$ cat src/rtl/sensor_debouncer.sv
// Two-channel synchronizer + stability-counter debouncer for the parking-gate sensors.
// Optional macro DEBOUNCE_BYPASS_EN removes the counters so db follows the synchronizer output.

module sensor_debouncer_channel #(
    parameter int SYNC_STAGES     = 2,
    parameter int DEBOUNCE_CYCLES = 50000,
    parameter int CNT_W           = 16
) (
    input  logic clk,
    input  logic reset,
    input  logic raw_n,
    output logic db,
    output logic press,
    output logic rel
);

    logic [SYNC_STAGES-1:0] sync;
    logic                   s;

    assign s = sync[SYNC_STAGES-1];

`ifdef DEBOUNCE_BYPASS_EN

    // Pulses look one stage ahead so they line up with the cycle db changes.
    assign db = s;

    always_ff @(posedge clk) begin
        if (reset) begin
            sync  <= '1;
            press <= 1'b0;
            rel   <= 1'b0;
        end else begin
            sync  <= {sync[SYNC_STAGES-2:0], raw_n};
            press <= s & ~sync[SYNC_STAGES-2];
            rel   <= ~s & sync[SYNC_STAGES-2];
        end
    end

`else

    localparam logic [CNT_W-1:0] CNT_MAX = CNT_W'(DEBOUNCE_CYCLES - 1);

    logic [CNT_W-1:0] cnt;

    // A new level is accepted only after DEBOUNCE_CYCLES consecutive mismatching samples.
    always_ff @(posedge clk) begin
        if (reset) begin
            sync  <= '1;
            cnt   <= '0;
            db    <= 1'b1;
            press <= 1'b0;
            rel   <= 1'b0;
        end else begin
            sync  <= {sync[SYNC_STAGES-2:0], raw_n};
            press <= 1'b0;
            rel   <= 1'b0;
            if (s == db) begin
                cnt <= '0;
            end else if (cnt == CNT_MAX) begin
                db    <= s;
                cnt   <= '0;
                press <= ~s;
                rel   <= s;
            end else begin
                cnt <= cnt + 1'b1;
            end
        end
    end

`endif

endmodule

module sensor_debouncer #(
    parameter int SYNC_STAGES     = 2,
    parameter int DEBOUNCE_CYCLES = 50000,
    parameter int CNT_W           = 16
) (
    input  logic clk,
    input  logic reset,
    input  logic btnA_n,
    input  logic btnB_n,
    output logic btnA_db,
    output logic btnB_db,
    output logic btnA_press,
    output logic btnA_release,
    output logic btnB_press,
    output logic btnB_release
);

    sensor_debouncer_channel #(
        .SYNC_STAGES    (SYNC_STAGES),
        .DEBOUNCE_CYCLES(DEBOUNCE_CYCLES),
        .CNT_W          (CNT_W)
    ) chan_a (
        .clk  (clk),
        .reset(reset),
        .raw_n(btnA_n),
        .db   (btnA_db),
        .press(btnA_press),
        .rel  (btnA_release)
    );

    sensor_debouncer_channel #(
        .SYNC_STAGES    (SYNC_STAGES),
        .DEBOUNCE_CYCLES(DEBOUNCE_CYCLES),
        .CNT_W          (CNT_W)
    ) chan_b (
        .clk  (clk),
        .reset(reset),
        .raw_n(btnB_n),
        .db   (btnB_db),
        .press(btnB_press),
        .rel  (btnB_release)
    );

endmodule

$ cat config.mk
export PLATFORM = sky130hd
export DESIGN_NAME = sensor_debouncer
export DESIGN_NICKNAME = d
export VERILOG_FILES = /design/src/rtl/sensor_debouncer.sv
export SDC_FILE = /design/constraint.sdc
export NUM_CORES = 1
export LEC_CHECK = 0
export BUFFER_PORTS_ARGS = -buffer_cell sky130_fd_sc_hd__buf_2
export CORE_ASPECT_RATIO = 1.1
export CORE_MARGIN = 2
export CORE_UTILIZATION = 50
export DETAILED_ROUTE_END_ITERATION = 16
export PLACE_DENSITY_LB_ADDON = 0.05
export SYNTH_ARGS = -nofsm -noshare
export SYNTH_HDL_FRONTEND = slang
export SYNTH_SLANG_ARGS = --single-unit
$ cat constraint.sdc
create_clock -name clk -period 2.37 [get_ports clk]
set_input_delay 0.1185 -clock clk [delete_from_list [all_inputs] [get_ports clk]]
set_output_delay 0.1185 -clock clk [all_outputs]
set_load 0.005 [all_outputs]
==> impl_metrics.tcl, run 1 <==
set metrics [dict create \
    status "complete, no violations" \
    hold_class "input port to flip-flop" \
    ys_seq_area_share_pct 49.2 \
    power_leakage_nw 0.598 \
    die_x_um 59.8 \
    rsz0062_at_grt "false" \
    via_per_inst 5.26 \
    cts_root_buffer "clkbuf_4" \
    pre_cts_ws_ns 0.303 \
    ant_nets 0 \
    cts_setup_buffers 0 \
    max_slew_margin_pct 77.2 \
    drive_above_1_share_pct 11.4 \
    dp_cells 237 \
    worst_pin_slew_ns 0.339 \
    path_max_fanout 6 \
    arrival_ns 2.32 \
    finalSetupViolCount 0 \
    htreeDepth 2 \
    clock_latency_ns 0.34 \
    ys_ff_latch 42 \
    grt_use_total_pct 17.3 \
    core_area_sq_um 3300 \
    grt_pass1_wl_um 5190 \
    numCtsBuffers 5 \
    avgSynthCellArea_sq_um 8.82 \
    synthDistinctLibCells 21 \
    met1_length_um 1210 \
    instances_no_fill 247 \
    die_y_um 65.3 \
    initial_core_util_pct 51.8 \
    worstPathRequired_ns 2.61 \
    grt_overflow 0 \
    synth.cell_area_sq_um 1710 \
    grt_antenna_before_repair 0 \
    fin_crit_sh_pct 87.5 \
    die_area_sq_um 3910 \
    dr_wl_met2_um 1570 \
    maxCapViolations 0 \
    syn-num-nets 200 \
    wl_um 2900 \
    clock.fmax_mhz 482 \
    grt_max_degree 16 \
    hold_buffers 2 \
    final_util_pct 57.0 \
    min_period_ns 2.07 \
    setup_ws_ns 0.295 \
    dpl.hpwl_um 2080 \
    critPathKind "flip-flop to flip-flop" \
    numPortBuffers 9 \
    fin_skew_ns 0.00201 \
    drtIter0Drc 41 \
    clockBufferDepth 2 \
    top_layer "met4" \
    critPathLaunchType "flip-flop" \
    cts.sinks 42 \
    syn_to_final_growth_pct 10.1 \
    fin_area_sq_um 1880 \
    diodes 0 \
    fin_tns_setup_ns 0 \
    first_pass_iters 4 \
    route.detailed.drc 0 \
    vias 1300 \
    met3_length_um 74 \
    postCtsResizedCells 0 \
    placed_area_sq_um 1800 \
    hold_violations 0 \
    gp_congestion 0.834 \
    power_density_nw_per_um2 583 \
    critPathCaptureType "flip-flop" \
    io_pins 10 \
    report.final.slew_viol_count 0 \
    cts_tree "done" \
    placementRows 22 \
    nNetsFinal 216 \
    ir_drop_mv 0.284 \
    clkTransAtPathRegs_ns 0.12 \
    grt_pass1_vias 1267 \
    wl_per_cell_um 11.7 \
    synth-warning-count 0 \
    syn_inst 194 \
]
-- final cells by class --
type	instances	area, sq um
Fill cell	339	1420
Clock inverter	2	12.5
Inverter	8	30.0
Tap cell	36	45.0
Multi-Input combinational cell	140	823
Clock buffer	6	51.3
Timing Repair Buffer	13	80.1
Sequential cell	42	841
-- cell usage after synthesis --
cell | count | area (sq um)
mux2i_1 | 2 | 20.0
xnor2_1 | 28 | 245
or4_4 | 1 | 11.3
nor3_1 | 11 | 55.1
nor4_1 | 8 | 50.1
buf_2 | 1 | 5.00
clkbuf_1 | 3 | 11.3
nor3b_1 | 1 | 7.51
or4_1 | 3 | 22.5
nand2_1 | 9 | 33.8
nor4b_1 | 1 | 8.76
nor2_1 | 44 | 165
dfxtp_1 | 42 | 841
or2_2 | 4 | 25.0
ha_1 | 2 | 25.0
o21ai_1 | 2 | 10.0
nand3_1 | 9 | 45.0
and3_1 | 2 | 12.5
nand4_1 | 11 | 68.8
xor2_1 | 2 | 17.5
inv_1 | 8 | 30.0
-- state kept, by name, indices dropped and copies added (netlist names) --
name	flops
chan_b.cnt	16
chan_b.press	1
chan_a.db	1
chan_b.db	1
chan_a.cnt	16
chan_a.press	1
chan_b.sync	2
chan_b.rel	1
chan_a.rel	1
chan_a.sync	2
-- critical path: stages (launching register included) --
cell     delay (ns)
dfxtp_1        0.38
or4_1          0.51
or4_1          0.51
or4_4          0.45
mux2i_1        0.13
-- path summary, 6_finish.rpt --
path,slack [ns],cells after the start,end,startpoint
hold / removal,0.08,2,chan_b.cnt[2],reset
hold reg to reg,0.42,1,chan_a.sync[1],chan_a.sync[0]
setup reg to reg,0.30,4,chan_b.db,chan_b.cnt[4]
setup / recovery,0.30,4,chan_b.db,chan_b.cnt[4]
-- routing by layer --
| metal | track usage, % | vias to the layer above |
|---|---|---|
| li1 | - | 685 |
| met1 | 19.1 | 598 |
| met5 | 0 | - |
| met4 | 7.50 | 0 |
| met2 | 30.4 | 10 |
| met3 | 4.72 | 7 |
-- cell usage in the layout, fill, tap and decap left out, drive strengths merged, types with 4 or more instances in the layout --
master,count
nor2,44
dfxtp,42
xnor2,28
nand4,11
nor3,11
buf,11
nand2,9
nand3,9
inv,8
nor4,8
clkbuf,6
or2,4
or4,4
-- stage by stage --
stage          hold WS [ns]  power (mW)
6_report             0.0786        1.10
5_1_grt              0.0632        1.16
4_1_cts              0.0651        1.12
3_5_place_dp          0.305       0.746
3_3_place_gp          0.300       0.745
2_1_floorplan         0.222       0.739
-- logic make-up (layout without fill, tap and decap cells) --
kind of cell | Yosys count | count (layout) | share of synthesized area [%]
AOI/OAI and AO/OA | 2 | 2 | 0.585
xor gates and xnor gates | 30 | 30 | 15.4
adders and majority gates | 2 | 2 | 1.46
buffers and inverters | 12 | 29 | 2.71
DFF | 42 | 42 | 49.2
muxes | 2 | 2 | 1.17
and+or+nand+nor | 104 | 104 | 29.6
-- power breakdown --
part	switching, mW	internal (mW)	total (mW)
sequential	0.00272	0.710	0.713
clock	0.223	0.143	0.366
combinational	0.0102	0.00905	0.0193
Note: power is estimated with default switching activity, not from simulation.
==> inputs of run 2 (changes only) <==
--- a/config.mk
+++ b/config.mk
@@ -10,7 +10,7 @@
 export CORE_MARGIN = 2
 export CORE_UTILIZATION = 50
 export DETAILED_ROUTE_END_ITERATION = 16
-export PLACE_DENSITY_LB_ADDON = 0.05
+export PLACE_DENSITY = 0.72
 export SYNTH_ARGS = -nofsm -noshare
 export SYNTH_HDL_FRONTEND = slang
 export SYNTH_SLANG_ARGS = --single-unit
==> run 2 against run 1 <==
First-iteration DRC count grew 49%. Critical path depth unchanged. Combinational power barely moved. Largest power group unchanged. Via count increased by 1.8%. Utilization is 0.11 points higher. Design area up 0.20%. Clock skew rose by 0.0051 ns. Sequential share of layout area fell by 0.089 points. Sequential power hardly changed. Count of clock-buffer cells in the layout up 1. Worst setup slack worse by 0.026 ns.
==> impl_metrics.tcl, run 2 (same netlist as run 1, synthesis figures left out) <==
set metrics [dict create \
    status "complete, no violations" \
    grt_use_total_pct 17.3 \
    nFillCells 305 \
    layout_common_cells "nor2_1, dfxtp_1, xnor2_1" \
    wl_um 2950 \
    min_period_ns 2.10 \
    die_y_um 65.3 \
    initial_core_util_pct 51.8 \
    pre_cts_ws_ns 0.287 \
    syn_to_final_growth_pct 10.3 \
    maxCapViolations 0 \
    worst_pin_slew_ns 0.353 \
    arrival_ns 2.34 \
    numPortBuffers 9 \
    hold_violations 0 \
    cts_tree "done" \
    placementRows 22 \
    power_leakage_nw 0.604 \
    vias 1323 \
    grt_max_degree 16 \
    max_slew_margin_pct 76.2 \
    cts_root_buffer "clkbuf_4" \
    fin_crit_sh_pct 88.6 \
    numCtsBuffers 5 \
    via_per_inst 5.33 \
    power_density_nw_per_um2 580 \
    rr_worst_depth 4 \
    holdWs_ns 0.0691 \
    diodes 0 \
    dpl.hpwl_um 2190 \
    fin_skew_ns 0.00713 \
    gp_congestion 0.871 \
    core_area_sq_um 3300 \
    grt_pass1_wl_um 5120 \
    clock_latency_ns 0.34 \
    critPathKind "flip-flop to flip-flop" \
    htreeDepth 2 \
    wl_per_cell_um 11.9 \
    path_max_fanout 6 \
    hold_class "input port to flip-flop" \
    fin_tns_setup_ns 0 \
    io_pins 10 \
    critPathCaptureType "flip-flop" \
    grt_antenna_before_repair 0 \
    drtIter0Drc 61 \
    ir_drop_mv 0.342 \
    instances_no_fill 248 \
    postCtsResizedCells 0 \
    ant_nets 0 \
    first_pass_iters 4 \
    die_area_sq_um 3910 \
    rsz0062_at_grt "false" \
    setup_ws_ns 0.270 \
    grt_overflow 0 \
    worstPathRequired_ns 2.61 \
    report.final.slew_viol_count 0 \
    nNetsFinal 217 \
    finalSetupViolCount 0 \
    die_x_um 59.8 \
    route.detailed.drc 0 \
    drive_above_1_share_pct 11.3 \
    final_common_cell "nor2_1" \
    clockBufferDepth 2 \
    critPathLaunchType "flip-flop" \
    dp_cells 238 \
    clkTransAtPathRegs_ns 0.12 \
    clock.fmax_mhz 476 \
    top_regs "chan_a.cnt: 16 flops, chan_b.cnt: 16 flops" \
    cts.sinks 42 \
    hold-path-cell-count 2 \
    grt_pass1_vias 1250 \
]
## run 2: cell count changes in the layout (fill, tap and decap cells not counted)
cell,change
clkbuf_1,+1
buf_4,+1
clkinvlp_4,-1
## run 2: final cells by class
type,instances,area [sq um],area share [%]
Inverter,8,30.0,1.59
Clock buffer,7,55.1,2.92
Multi-Input combinational cell,140,823,43.6
Sequential cell,42,841,44.6
Clock inverter,1,5.00,0.265
Tap cell,36,45.0,2.39
Timing Repair Buffer,14,87.6,4.64
## run 2: metrics by stage
step           cell area, sq um  utilization, %  power (mW)
2_1_floorplan              1710               -       0.739
3_3_place_gp               1810            54.7       0.745
6_report                   1890            57.1        1.09
3_5_place_dp               1810            54.7       0.746
5_1_grt                    1890            57.1        1.13
4_1_cts                    1890            57.1        1.10
## run 2: report_power, final
part | leakage [nW] | total [mW] | switching, mW | internal [mW]
sequential | 0.339 | 0.713 | 0.00279 | 0.710
combinational | 0.229 | 0.0196 | 0.0100 | 0.00956
clock | 0.0353 | 0.361 | 0.217 | 0.144
## run 2: worst max-delay path, cell delays in order (launching register included)
cell,delay (ns)
dfxtp_1,0.38
or4_1,0.51
or4_1,0.51
or4_4,0.45
mux2i_1,0.14
## run 2: final timing paths
check / slack [ns] / endpoint / start
worst max-delay path: 0.27 / chan_b.db / chan_b.cnt[4]
worst min-delay path: 0.07 / chan_b.cnt[2] / reset
worst max register to register: 0.27 / chan_b.db / chan_b.cnt[4]
worst min register to register: 0.43 / chan_a.sync[1] / chan_a.sync[0]
## run 2: metal layers
metal	wire (um)	track usage, %	up-vias
met5	0	0	-
met4	33	6.11	0
met3	90	6.30	4
met2	1580	30.2	17
met1	1250	18.7	613
li1	-	-	689
## run 2: what timing repair did
item / CTS / global route
buffers inserted: 0 / 0
hold endpoints to repair: 2 / 0
hold buffers: 2 / 0
==> inputs of run 3 (changes only) <==
--- a/config.mk
+++ b/config.mk
@@ -7,10 +7,11 @@
 export LEC_CHECK = 0
 export BUFFER_PORTS_ARGS = -buffer_cell sky130_fd_sc_hd__buf_2
 export CORE_ASPECT_RATIO = 1.1
-export CORE_MARGIN = 2
+export CORE_MARGIN = 3
 export CORE_UTILIZATION = 50
 export DETAILED_ROUTE_END_ITERATION = 16
-export PLACE_DENSITY = 0.72
+export PLACE_DENSITY = 0.71
 export SYNTH_ARGS = -nofsm -noshare
 export SYNTH_HDL_FRONTEND = slang
+export SYNTH_HIERARCHICAL = 1
 export SYNTH_SLANG_ARGS = --single-unit
==> run 3 against run 2 <==
Largest cell class unchanged. Final cell count up 0.40%. Total power grew 0.43%. Utilization rose by 2.1 points. Wire length fell by 1.0%. Sequential cell count unchanged.
==> impl_metrics.tcl, run 3 <==
set metrics [dict create \
    via_per_inst 5.09 \
    yosys.area_share.xor_xnor_pct 14.7 \
    seqCellArea_sq_um 841 \
    fin_tns_setup_ns 0 \
    path_max_fanout 7 \
    layout_common_cells "dfxtp_1, nor2_1, xnor2_1" \
    synthDistinctLibCells 24 \
    yosys-top-cells-area "dfxtp_1, xnor2_1, nor2_1" \
    synth_compound_area_share_pct 1.74 \
    wl_um 2920 \
    vias 1268 \
    maxCapViolations 0 \
    diodes 0 \
    grt_max_degree 16 \
    synthFlopType "dfxtp_1" \
    die_x_um 62.0 \
    p_total_mw 1.10 \
    ys_ff_latch 42 \
    wl_per_cell_um 11.7 \
    synth_most_common_cell "dfxtp_1" \
    final_util_pct 59.3 \
    clock.fmax_mhz 525 \
    ir_drop_mv 0.341 \
    dp_cells 239 \
    grt_use_total_pct 17.1 \
    synth-warning-count 6 \
    syn_inst 186 \
    hold_class "input port to flip-flop" \
    synth-simple-area-share_pct 30.3 \
    critPathLaunchType "flip-flop" \
    cts_setup_buffers 0 \
    cp_top_family "simple AND/OR/NAND/NOR gates" \
    drive_above_1_share_pct 11.8 \
    avgSynthCellArea_sq_um 9.27 \
    synth_top_area_share_pct 48.8 \
    numPortBuffers 9 \
    cts.sinks 42 \
    numCtsBuffers 5 \
    synth_top_cell_by_area "dfxtp_1" \
    grt_pass1_wl_um 5220 \
    htreeDepth 2 \
    max_slew_margin_pct 76.7 \
    syn_to_final_growth_pct 9.29 \
    synth_adder_area_share_pct 1.45 \
    top_regs "chan_a/cnt: 16 flops, chan_b/cnt: 16 flops" \
    critical_path.max_stage_delay_ns 0.65 \
    power_density_nw_per_um2 583 \
    nNetsFinal 208 \
    die_y_um 67.6 \
    syn-num-nets 192 \
    report.final.slew_viol_count 0 \
    route.detailed.drc 0 \
    synthMuxAreaShare_pct 0 \
    crit_chain "ha_1, nand3_1, or4_4, a211o_1" \
    placed_area_sq_um 1800 \
    critPathCaptureType "flip-flop" \
    fin_skew_ns 0.00414 \
    arrival_ns 2.16 \
    worst_pin_slew_ns 0.347 \
    fin_crit_sh_pct 80.4 \
    slowest_stage "or4_4" \
    drtIter0Drc 102 \
    grt_antenna_before_repair 0 \
    critPathKind "flip-flop to flip-flop" \
    setup_ws_ns 0.464 \
    grt_overflow 0 \
    synth_edf_count 0 \
    gp_congestion 0.858 \
    core_area_sq_um 3180 \
    hold_violations 0 \
    rsz0062_at_grt "false" \
    multi_input_area_sq_um 831 \
    ys_seq_area_share_pct 48.8 \
    ant_nets 0 \
    synth.cell_area_sq_um 1720 \
    final_common_cell "dfxtp_1" \
    worstPathRequired_ns 2.62 \
    finalSetupViolCount 0 \
    initial_core_util_pct 54.2 \
    async_flop_share_pct 0 \
    io_pins 10 \
    grt_pass1_vias 1259 \
    min_period_ns 1.91 \
    first_pass_iters 4 \
    dpl.hpwl_um 2090 \
    synth_top_family_by_area "simple AND/OR/NAND/NOR gates" \
    clkTransAtPathRegs_ns 0.11 \
    clock_latency_ns 0.35 \
    placementRows 21 \
    instances_no_fill 249 \
    die_area_sq_um 4190 \
    synth_commonest_cells "dfxtp_1, nor2_1, xnor2_1, nor3_1, nand3_1" \
    pre_cts_ws_ns 0.467 \
    cts_tree "done" \
    nFillCells 281 \
    postCtsResizedCells 0 \
    crit_buf_inv 0 \
    cts_root_buffer "clkbuf_4" \
    holdWs_ns 0.0425 \
    clockBufferDepth 2 \
    fin_area_sq_um 1880 \
    power_leakage_nw 0.599 \
    status "complete, no violations" \
]
run 3: cell families (layout without fill, tap and decap cells):
kind of cell | after synthesis | in the layout
and+or+nand+nor | 99 | 99
buffers and inverters | 10 | 27
DFF | 42 | 42
adders and majority gates | 2 | 2
AOI/OAI and AO/OA | 4 | 4
xor gates and xnor gates | 29 | 29
run 3: layer usage:
layer	GRT usage [%]	vias to the layer above	wire length (um)
met2	31.5	10	1590
met3	4.59	7	68
met4	9.55	0	69
met1	16.4	591	1200
li1	-	660	-
met5	0	-	0
run 3: final cells by class:
type                    count  share of cell area [%]
flip-flops and latches     42                    44.6
multi-input cells         134                    44.1
repair buffers             11                    3.45
well taps                  46                    3.05
clock buffers               7                    2.92
inverters                   8                    1.59
clock inverters             1                   0.266
run 3: where the power goes:
| part | switching (mW) | internal, mW | total [mW] |
|---|---|---|---|
| Sequential | 0.00260 | 0.710 | 0.712 |
| Clock | 0.223 | 0.144 | 0.367 |
| Combinational | 0.00949 | 0.00921 | 0.0187 |
| Total | 0.235 | 0.863 | 1.10 |
run 3: repair_timing:
action	in CTS	in global routing
hold buffers	2	0
endpoints found under the hold margin	2	0
setup endpoints to repair	0	0
run 3: final timing paths:
check	startpoint	to	slack [ns]	cells after the start
setup / recovery	chan_a/cnt[0]	chan_a/db	0.46	4
hold / removal	reset	chan_b/db	0.04	2
setup reg to reg	chan_a/cnt[0]	chan_a/db	0.46	4
hold reg to reg	chan_b/sync[0]	chan_b/sync[1]	0.42	1
